--- src/rtl/value_sweep_ctrl_pkg.sv ---
// Shared types for the backward-induction sweep controller, value memory bank and datapath.
package value_sweep_ctrl_pkg;
  localparam int ADDR_W = 10;
  localparam int LAT_W  = 4;

  typedef logic [ADDR_W-1:0] addr_t;
  typedef logic [LAT_W-1:0]  lat_cnt_t;

  localparam addr_t ADDR_ONE = addr_t'(1);

  typedef enum logic [2:0] {
    ST_IDLE,
    ST_INIT,
    ST_WAIT_INIT,
    ST_SWEEP,
    ST_DRAIN,
    ST_FIN
  } sweep_state_t;

  // Drain counter counts down to zero, so it is loaded with one less than the latency.
  function automatic lat_cnt_t drain_load(input int lat);
    return lat_cnt_t'(lat - 1);
  endfunction
endpackage

--- src/rtl/sweep_delay_line.sv ---
// Fixed-depth shift register that re-times the read strobe/address into the write-back strobe/address.
module sweep_delay_line #(
  parameter int DEPTH = 4,
  parameter int WIDTH = 11
) (
  input  logic             clk,
  input  logic             nrst,
  input  logic [WIDTH-1:0] din,
  output logic [WIDTH-1:0] dout
);

  logic [WIDTH-1:0] pipe [DEPTH];

  always_ff @(posedge clk or negedge nrst) begin
    if (!nrst) begin
      for (int i = 0; i < DEPTH; i++) pipe[i] <= '0;
    end else begin
      pipe[0] <= din;
      for (int i = 1; i < DEPTH; i++) pipe[i] <= pipe[i-1];
    end
  end

  assign dout = pipe[DEPTH-1];

endmodule

--- src/rtl/value_sweep_ctrl.sv ---
// Sequences one pricing run: zero-fill the value bank, then sweep steps N..1, reading nodes 0..s-1 per step.
//   state     | meaning
//   IDLE      | waiting for start
//   INIT      | one-cycle zero-fill request
//   WAIT_INIT | waiting for the bank to finish zero-fill
//   SWEEP     | issuing node reads j = 0..s-1
//   DRAIN     | LAT cycles letting step s write-backs land
//   FIN       | done pulse, back to IDLE
module value_sweep_ctrl
  import value_sweep_ctrl_pkg::*;
#(
  parameter int LAT = 4
) (
  input  logic              clk,
  input  logic              nrst,
  input  logic              start,
  input  logic [ADDR_W-1:0] num_steps,
  input  logic              done_init,
  output logic              start_init,
  output logic [ADDR_W-1:0] rdaddr,
  output logic              rd_valid,
  output logic [ADDR_W-1:0] wraddr,
  output logic              wren,
  output logic [ADDR_W-1:0] step,
  output logic              busy,
  output logic              done
);

  sweep_state_t state;
  addr_t        n_lat;
  lat_cnt_t     drain_cnt;
  logic [ADDR_W:0] dl_out;

  // rdaddr doubles as the node counter j and step as the step counter s.
  always_ff @(posedge clk or negedge nrst) begin
    if (!nrst) begin
      state      <= ST_IDLE;
      n_lat      <= '0;
      drain_cnt  <= '0;
      busy       <= 1'b0;
      done       <= 1'b0;
      start_init <= 1'b0;
      rd_valid   <= 1'b0;
      rdaddr     <= '0;
      step       <= '0;
    end else begin
      start_init <= 1'b0;
      done       <= 1'b0;
      case (state)
        ST_IDLE: begin
          if (start) begin
            n_lat      <= num_steps;
            busy       <= 1'b1;
            start_init <= 1'b1;
            state      <= ST_INIT;
          end
        end
        ST_INIT: state <= ST_WAIT_INIT;
        ST_WAIT_INIT: begin
          if (done_init) begin
            if (n_lat == '0) begin
              done  <= 1'b1;
              busy  <= 1'b0;
              state <= ST_FIN;
            end else begin
              step     <= n_lat;
              rdaddr   <= '0;
              rd_valid <= 1'b1;
              state    <= ST_SWEEP;
            end
          end
        end
        ST_SWEEP: begin
          if (rdaddr == step - ADDR_ONE) begin
            rd_valid  <= 1'b0;
            drain_cnt <= drain_load(LAT);
            state     <= ST_DRAIN;
          end else begin
            rdaddr <= rdaddr + ADDR_ONE;
          end
        end
        ST_DRAIN: begin
          if (drain_cnt == '0) begin
            if (step == ADDR_ONE) begin
              done  <= 1'b1;
              busy  <= 1'b0;
              state <= ST_FIN;
            end else begin
              step     <= step - ADDR_ONE;
              rdaddr   <= '0;
              rd_valid <= 1'b1;
              state    <= ST_SWEEP;
            end
          end else begin
            drain_cnt <= drain_cnt - lat_cnt_t'(1);
          end
        end
        ST_FIN:  state <= ST_IDLE;
        default: state <= ST_IDLE;
      endcase
    end
  end

  sweep_delay_line #(
    .DEPTH(LAT),
    .WIDTH(ADDR_W + 1)
  ) u_delay (
    .clk (clk),
    .nrst(nrst),
    .din ({rd_valid, rdaddr}),
    .dout(dl_out)
  );

  assign wren   = dl_out[ADDR_W];
  assign wraddr = dl_out[ADDR_W-1:0];

endmodule

--- config.mk ---
export PLATFORM = sky130hd
export DESIGN_NAME = value_sweep_ctrl
export DESIGN_NICKNAME = d
export VERILOG_FILES = /design/src/rtl/value_sweep_ctrl_pkg.sv /design/src/rtl/sweep_delay_line.sv /design/src/rtl/value_sweep_ctrl.sv
export SDC_FILE = /design/constraint.sdc
export NUM_CORES = 1
export LEC_CHECK = 0
export BUFFER_PORTS_ARGS = -buffer_cell sky130_fd_sc_hd__buf_2
export CAP_MARGIN = 30
export CORE_UTILIZATION = 59
export CTS_CLUSTER_DIAMETER = 120
export DETAILED_ROUTE_END_ITERATION = 10
export PLACE_DENSITY = 0.86
export SYNTH_ARGS = -nofsm -noshare
export SYNTH_HDL_FRONTEND = slang
export SYNTH_SLANG_ARGS = --single-unit
--- constraint.sdc ---
create_clock -name clk -period 6.06 [get_ports clk]
set_input_delay 0.909 -clock clk [delete_from_list [all_inputs] [get_ports clk]]
set_output_delay 0.909 -clock clk [all_outputs]
set_load 0.05 [all_outputs]
---- After elaboration in Yosys (flattened, before gate mapping) ----
Index checks and enable logic that the tools add are counted.
W data, S select, Z words.
storage, ports and cells
  logic and storage cells ................. 86
  flip-flop bits (word level) ............. 85
cells by class
  mux-type cells .......................... 40
  reductions and logical operators ........ 14
  add/subtract/negate cells ............... 3
  equality and inequality tests ........... 16
operators with widths
  cell                     number
  $mux W10                 9
  $pmux W10 S3             1
  $ne A2 B2 Y1 const B     10
  $pmux W10 S2             1
  $mux W3                  6
  $reduce_and A6 Y1        3
  $mux W1                  16
  $pmux W3 S5              1
  $add A10 B1 Y10 const B  1
  $eq A10 B1 Y1 const B    1
  $eq A10 B10 Y1           1
  $logic_not A10 Y1        1
  $sub A10 B1 Y10 const B  1
  $mux W4                  2
  $pmux W4 S2              1
  $eq A3 B2 Y1 const B     2
  $pmux W1 S3              2
  $reduce_bool A3 Y1       2
  $reduce_and A5 Y1        1
  $logic_not A4 Y1         1
  $reduce_and A4 Y1        1
  $reduce_bool A2 Y1       2
  $sub A4 B1 Y4 const B    1
  $eq A3 B1 Y1 const B     1
  5 further kinds          5

---- Logic depth before layout (Yosys ltp) ----
  word-level depth ........................ 4
  depth in mapped cells ................... 11
  mapped depth without buffers ............ 9

---- Cells and area by module ----
A second synthesis with hierarchy kept.
unflattened totals
  cell total of the unflattened synthesis .. 311
  area total of the unflattened synthesis .. 3,593.4 µm²
by module, submodules not included
  module            area each (µm²)  cells an instance  instances
  value_sweep_ctrl  2,409.8          256                1
  sweep_delay_line  1,183.6          55                 1

---- Worst setup path before layout ----
Ideal clock, no wire load.
  path kind ............................... register to register
  start ................................... reg step[1]
  end ..................................... reg rdaddr[0]
  setup time .............................. 0.126 ns
  stages on the path, launching flop included .. 11
  arrival time ............................ 2.996 ns
  path slack .............................. 2.938 ns
  buffers on the path ..................... 1
  data required time ...................... 5.934 ns
  path through ............................ dfrtp_1 inv_1 ha_1 or3b_2 nor3_1 and2_1 a21oi_1 a2111oi_2 buf_6 nor4_1 a311o_1
on the way
  cells in the longest elaborated chain, start to end .. 4
ends and longest elaborated chain
  element                               line                    text
  start: declaration                    value_sweep_ctrl.sv:24  output logic [ADDR_W-1:0] step,
  start signal: assignment              value_sweep_ctrl.sv:66  step <= n_lat;
  start signal: assignment              value_sweep_ctrl.sv:89  step <= step - ADDR_ONE;
  $sub A10 B1 Y10                       value_sweep_ctrl.sv:74  if (rdaddr == step - ADDR_ONE) begin
  $eq A10 B10 Y1                        value_sweep_ctrl.sv:74
  $ne A2 B2 Y1 (no source line)         -
  $reduce_and A6 Y1 (no source line) *  -
  end signal: assignment                value_sweep_ctrl.sv:79  rdaddr <= rdaddr + ADDR_ONE;
  end: declaration                      value_sweep_ctrl.sv:20  output logic [ADDR_W-1:0] rdaddr,
Every way passes the cells marked *; elsewhere a longest branch is shown, timed or not.
A chain may end at the register's enable or synchronous reset.

---- Worst setup path after layout ----
  start ................................... reg step[0]
  end ..................................... reg state[1]
on the way
  cells in the longest elaborated chain, start to end .. 4
ends and longest elaborated chain
  element                                                                   line                                            text
  $sub A10 B1 Y10 / $eq A10 B1 Y1 (equally long branches)                   value_sweep_ctrl.sv:74, value_sweep_ctrl.sv:84
  $eq A10 B10 Y1 / $mux W3 (equally long branches)                          value_sweep_ctrl.sv:74, value_sweep_ctrl.sv:84
  $ne A2 B2 Y1 (no source line) / $mux W3 (equally long branches)           -
  $reduce_and A4 Y1 (no source line) / $pmux W3 S5 (equally long branches)  -
  end signal: assignment                                                    value_sweep_ctrl.sv:69                          state <= ST_SWEEP;
  end signal: assignment                                                    value_sweep_ctrl.sv:77                          state <= ST_DRAIN;
  end signal: assignment                                                    value_sweep_ctrl.sv:87                          state <= ST_FIN;
  end: declaration                                                          value_sweep_ctrl.sv:29                          sweep_state_t state;
Several ways; a longest one is shown, not always the timed one. The select of a mux whose other input is x is not followed.

==> qor.yml <==
p_per_area_mw_per_mm2: 483
finalClockSkew_ns: 0.00774
io_buffers: 48
ctsResizeCount: 0
post-route-period-util_pct: 53.0
antenna_left: 0
syn_inst: 335
fin_nets: 388
grt_max_degree: 70
finalHoldViolCount: 0
vdd_drop_max_v: 0.000289
syn_to_final_growth_pct: 10.8
drt-total-wl_um: 6760
seq_area_mm2: 0.00213
ys.flop_type: "dfrtp_1"
drive_gt1_share_pct: 22.2
crit_arrival_ns: 3.45
slowest_stage: "dfrtp_1"
core_area_mm2: 0.00596
num_antenna_cells: 0
setup_viol: 0
grt-ovfl-total: 0
cts-root-buf: "clkbuf_8"
setup_tns_ns: 0
rr_worst_depth: 10
syn_nets: 354
clock_path_buffers: 2
endpoint_kind: "flop"
min_period_ns: 3.21
multi_input_area_mm2: 0.00135
dp_hpwl_um: 4610
critical_path.cell_chain: "inv_1, ha_1, or3b_2, nor3_1, and2_1, a21oi_1, a2111oi_2, buf_4, nor3b_1, o32a_1"
hold_path.startpoint: "u_delay.pipe[15]$_DFF_PN0_"
drc: 0
r2r_slack_ns: 2.85
postCtsSetupRepairBufs: 0
worstMarginPinSlew_ns: 0.862
worstSetupPathType: "flop to flop"
syn_area_mm2: 0.00366
reg2reg_to: "state[1]$_DFFE_PN0P_"
dieWidth_um: 80.8
start_util_pct: 61.5
ys_seq_area_share_pct: 58.1
holdPathStages: 0
ctsHoldBuffers: 0
final_area_mm2: 0.00406
antenna_found_initial: 0
grt_usage_pct: 23.7
die_area_mm2: 0.00652
finalWeightedCongestion: 0.861
r2r_start: "step[0]$_DFFE_PN0P_"
cts.clk_slew.worst_paths_ns: 0.08
cp-startpoint: "step[0]$_DFFE_PN0P_"
rsz0062_at_grt: "false"
hp-class: "flop to flop"
start_kind: "flop"
synthArstFlopShare_pct: 100
fp.dieH_um: 80.8
timing.hold.ws_ns: 0.353
worstSkewPairLatency_ns: 0.35
crit_required_ns: 6.29
ys_types: 51
first_global_vias: 2503
yosys_warnings: 0
num-fill-cells: 456
routedWlPerCell_um: 15.0
cts_sinks: 85
fmaxAchievable_mhz: 311
tritoncts.num_buffers: 9
holdPathEnd: "u_delay.dout[4]$_DFF_PN0_"
drv_slew: 0
path_max_fanout: 21
drtPass1Iterations: 5
power_leakage_nw: 1.92
cpPeakStageDelay_ns: 0.49
io_pins: 49
drv_cap: 0
grt_pass1_wl_um: 11500
via_count: 2632
cts_tree: "built"
initialDrtViolationCount: 195
post_dp_cell_area_mm2: 0.00387
row_count: 28
status: "complete, no violations"
htree_levels: 3
synth_edf_count: 0
slew_headroom_pct: 42.4
vias_per_cell: 5.86
ys_ff_latch: 85
syn_avg_cell_area_um2: 10.9
## registers in the layout, indices dropped and copies added, names as in the netlist
| signal | cells |
|---|---|
| u_delay.pipe | 33 |
| u_delay.dout | 11 |
| n_lat | 10 |
| rdaddr | 10 |
| step | 10 |
| drain_cnt | 4 |
| state | 3 |
| busy | 1 |
| done | 1 |
| rd_valid | 1 |
| start_init | 1 |
## synthesized netlist by cell type (2+ instances only)
library cell / instances / share of area (%)
a21boi_0: 2 / 0.41
a21o_1: 2 / 0.41
a21oi_1: 19 / 2.6
a22oi_1: 3 / 0.62
and2_1: 3 / 0.51
and3_1: 3 / 0.51
buf_4: 10 / 2.1
buf_6: 3 / 0.92
clkbuf_1: 13 / 1.3
dfrtp_1: 85 / 58
ha_1: 5 / 1.7
inv_1: 6 / 0.62
mux2_2: 10 / 3.1
mux2i_1: 2 / 0.55
nand2_1: 21 / 2.2
nand2b_1: 6 / 1.0
nand3_1: 10 / 1.4
nand4_1: 4 / 0.68
nor2_1: 36 / 3.7
nor2b_1: 5 / 0.85
nor3_1: 6 / 0.82
nor3b_1: 3 / 0.62
nor4_1: 7 / 1.2
o211ai_1: 6 / 1.2
o21ai_0: 20 / 2.7
o31ai_1: 3 / 0.62
or3_1: 6 / 1.0
or4_1: 5 / 1.0
xnor2_1: 4 / 0.96
xor2_1: 6 / 1.4
## worst max-delay path: cells and delay by family (launching register included)
| kind | cells | cell delay, ns |
|---|---|---|
| adder cells (fa/ha/maj) | 1 | 0.24 |
| AND/OR/NAND/NOR | 4 | 1.20 |
| flip-flops | 1 | 0.49 |
| AO/OA/AOI/OAI | 3 | 0.79 |
| buffers and inverters | 2 | 0.37 |
## report_power, final
part	leakage, nW	internal (mW)	switching, mW	total, mW
clock network	0.0893	0.163	0.209	0.372
logic	0.726	0.254	0.478	0.732
registers	1.10	0.697	0.158	0.855
## cells in the final DEF (no fill, tap or decap), drive strengths merged, types with 5 or more instances in the layout
cell type  count
dfrtp         85
buf           50
nor2          36
nand2         21
o21ai         21
a21oi         19
nand3         10
mux2          10
clkbuf        10
inv            8
nor4           7
or3            7
nand2b         6
nor3           6
xor2           6
o211ai         6
or4            6
nor2b          5
ha             5
## cell families (layout without fill, tap and decap cells)
logic type | count (synthesis) | after routing | synth area share, %
flip-flops | 85 | 85 | 58.1
XOR/XNOR | 10 | 10 | 2.39
AO/OA/AOI/OAI | 66 | 66 | 11.4
AND/OR/NAND/NOR | 124 | 124 | 17.7
adder cells (fa/ha/maj) | 5 | 5 | 1.71
buffers and inverters | 33 | 72 | 5.02
multiplexers | 12 | 12 | 3.62
## through the flow
| step | worst slack, ns | utilization (%) | power [mW] | instances |
|---|---|---|---|---|
| after global placement | 3.00 | 64.5 | 1.56 | 432 |
| after floorplan | 2.94 | - | 1.43 | 335 |
| final | 2.85 | 68.1 | 1.96 | 449 |
| after global routing | 2.49 | 68.1 | 2.08 | 449 |
| after CTS | 2.88 | 68.1 | 1.96 | 449 |
| after detailed placement | 2.89 | 65.0 | 1.59 | 433 |
## routing by layer
metal	global-route usage (%)	wire length [um]
met3	6.97	421
met5	0	0
met1	31.8	3000
met4	11.8	132
met2	35.2	3200
## cell type report
type,count,area share (%)
Timing Repair Buffer,50,6.85
Clock inverter,6,1.14
Multi-Input combinational cell,217,33.3
Clock buffer,10,3.39
Tap cell,75,2.31
Inverter,6,0.555
Sequential cell,85,52.5
## worst max path at each step
stage / end / slack, ns
after floorplan: rdaddr[0]$_DFFE_PN0P_ / 2.94
after global placement: state[1]$_DFFE_PN0P_ / 3.00
after detailed placement: state[1]$_DFFE_PN0P_ / 2.89
after CTS: state[1]$_DFFE_PN0P_ / 2.88
after global routing: state[1]$_DFFE_PN0P_ / 2.49
final: state[1]$_DFFE_PN0P_ / 2.85
No activity file was read; power rests on OpenSTA's default activity.
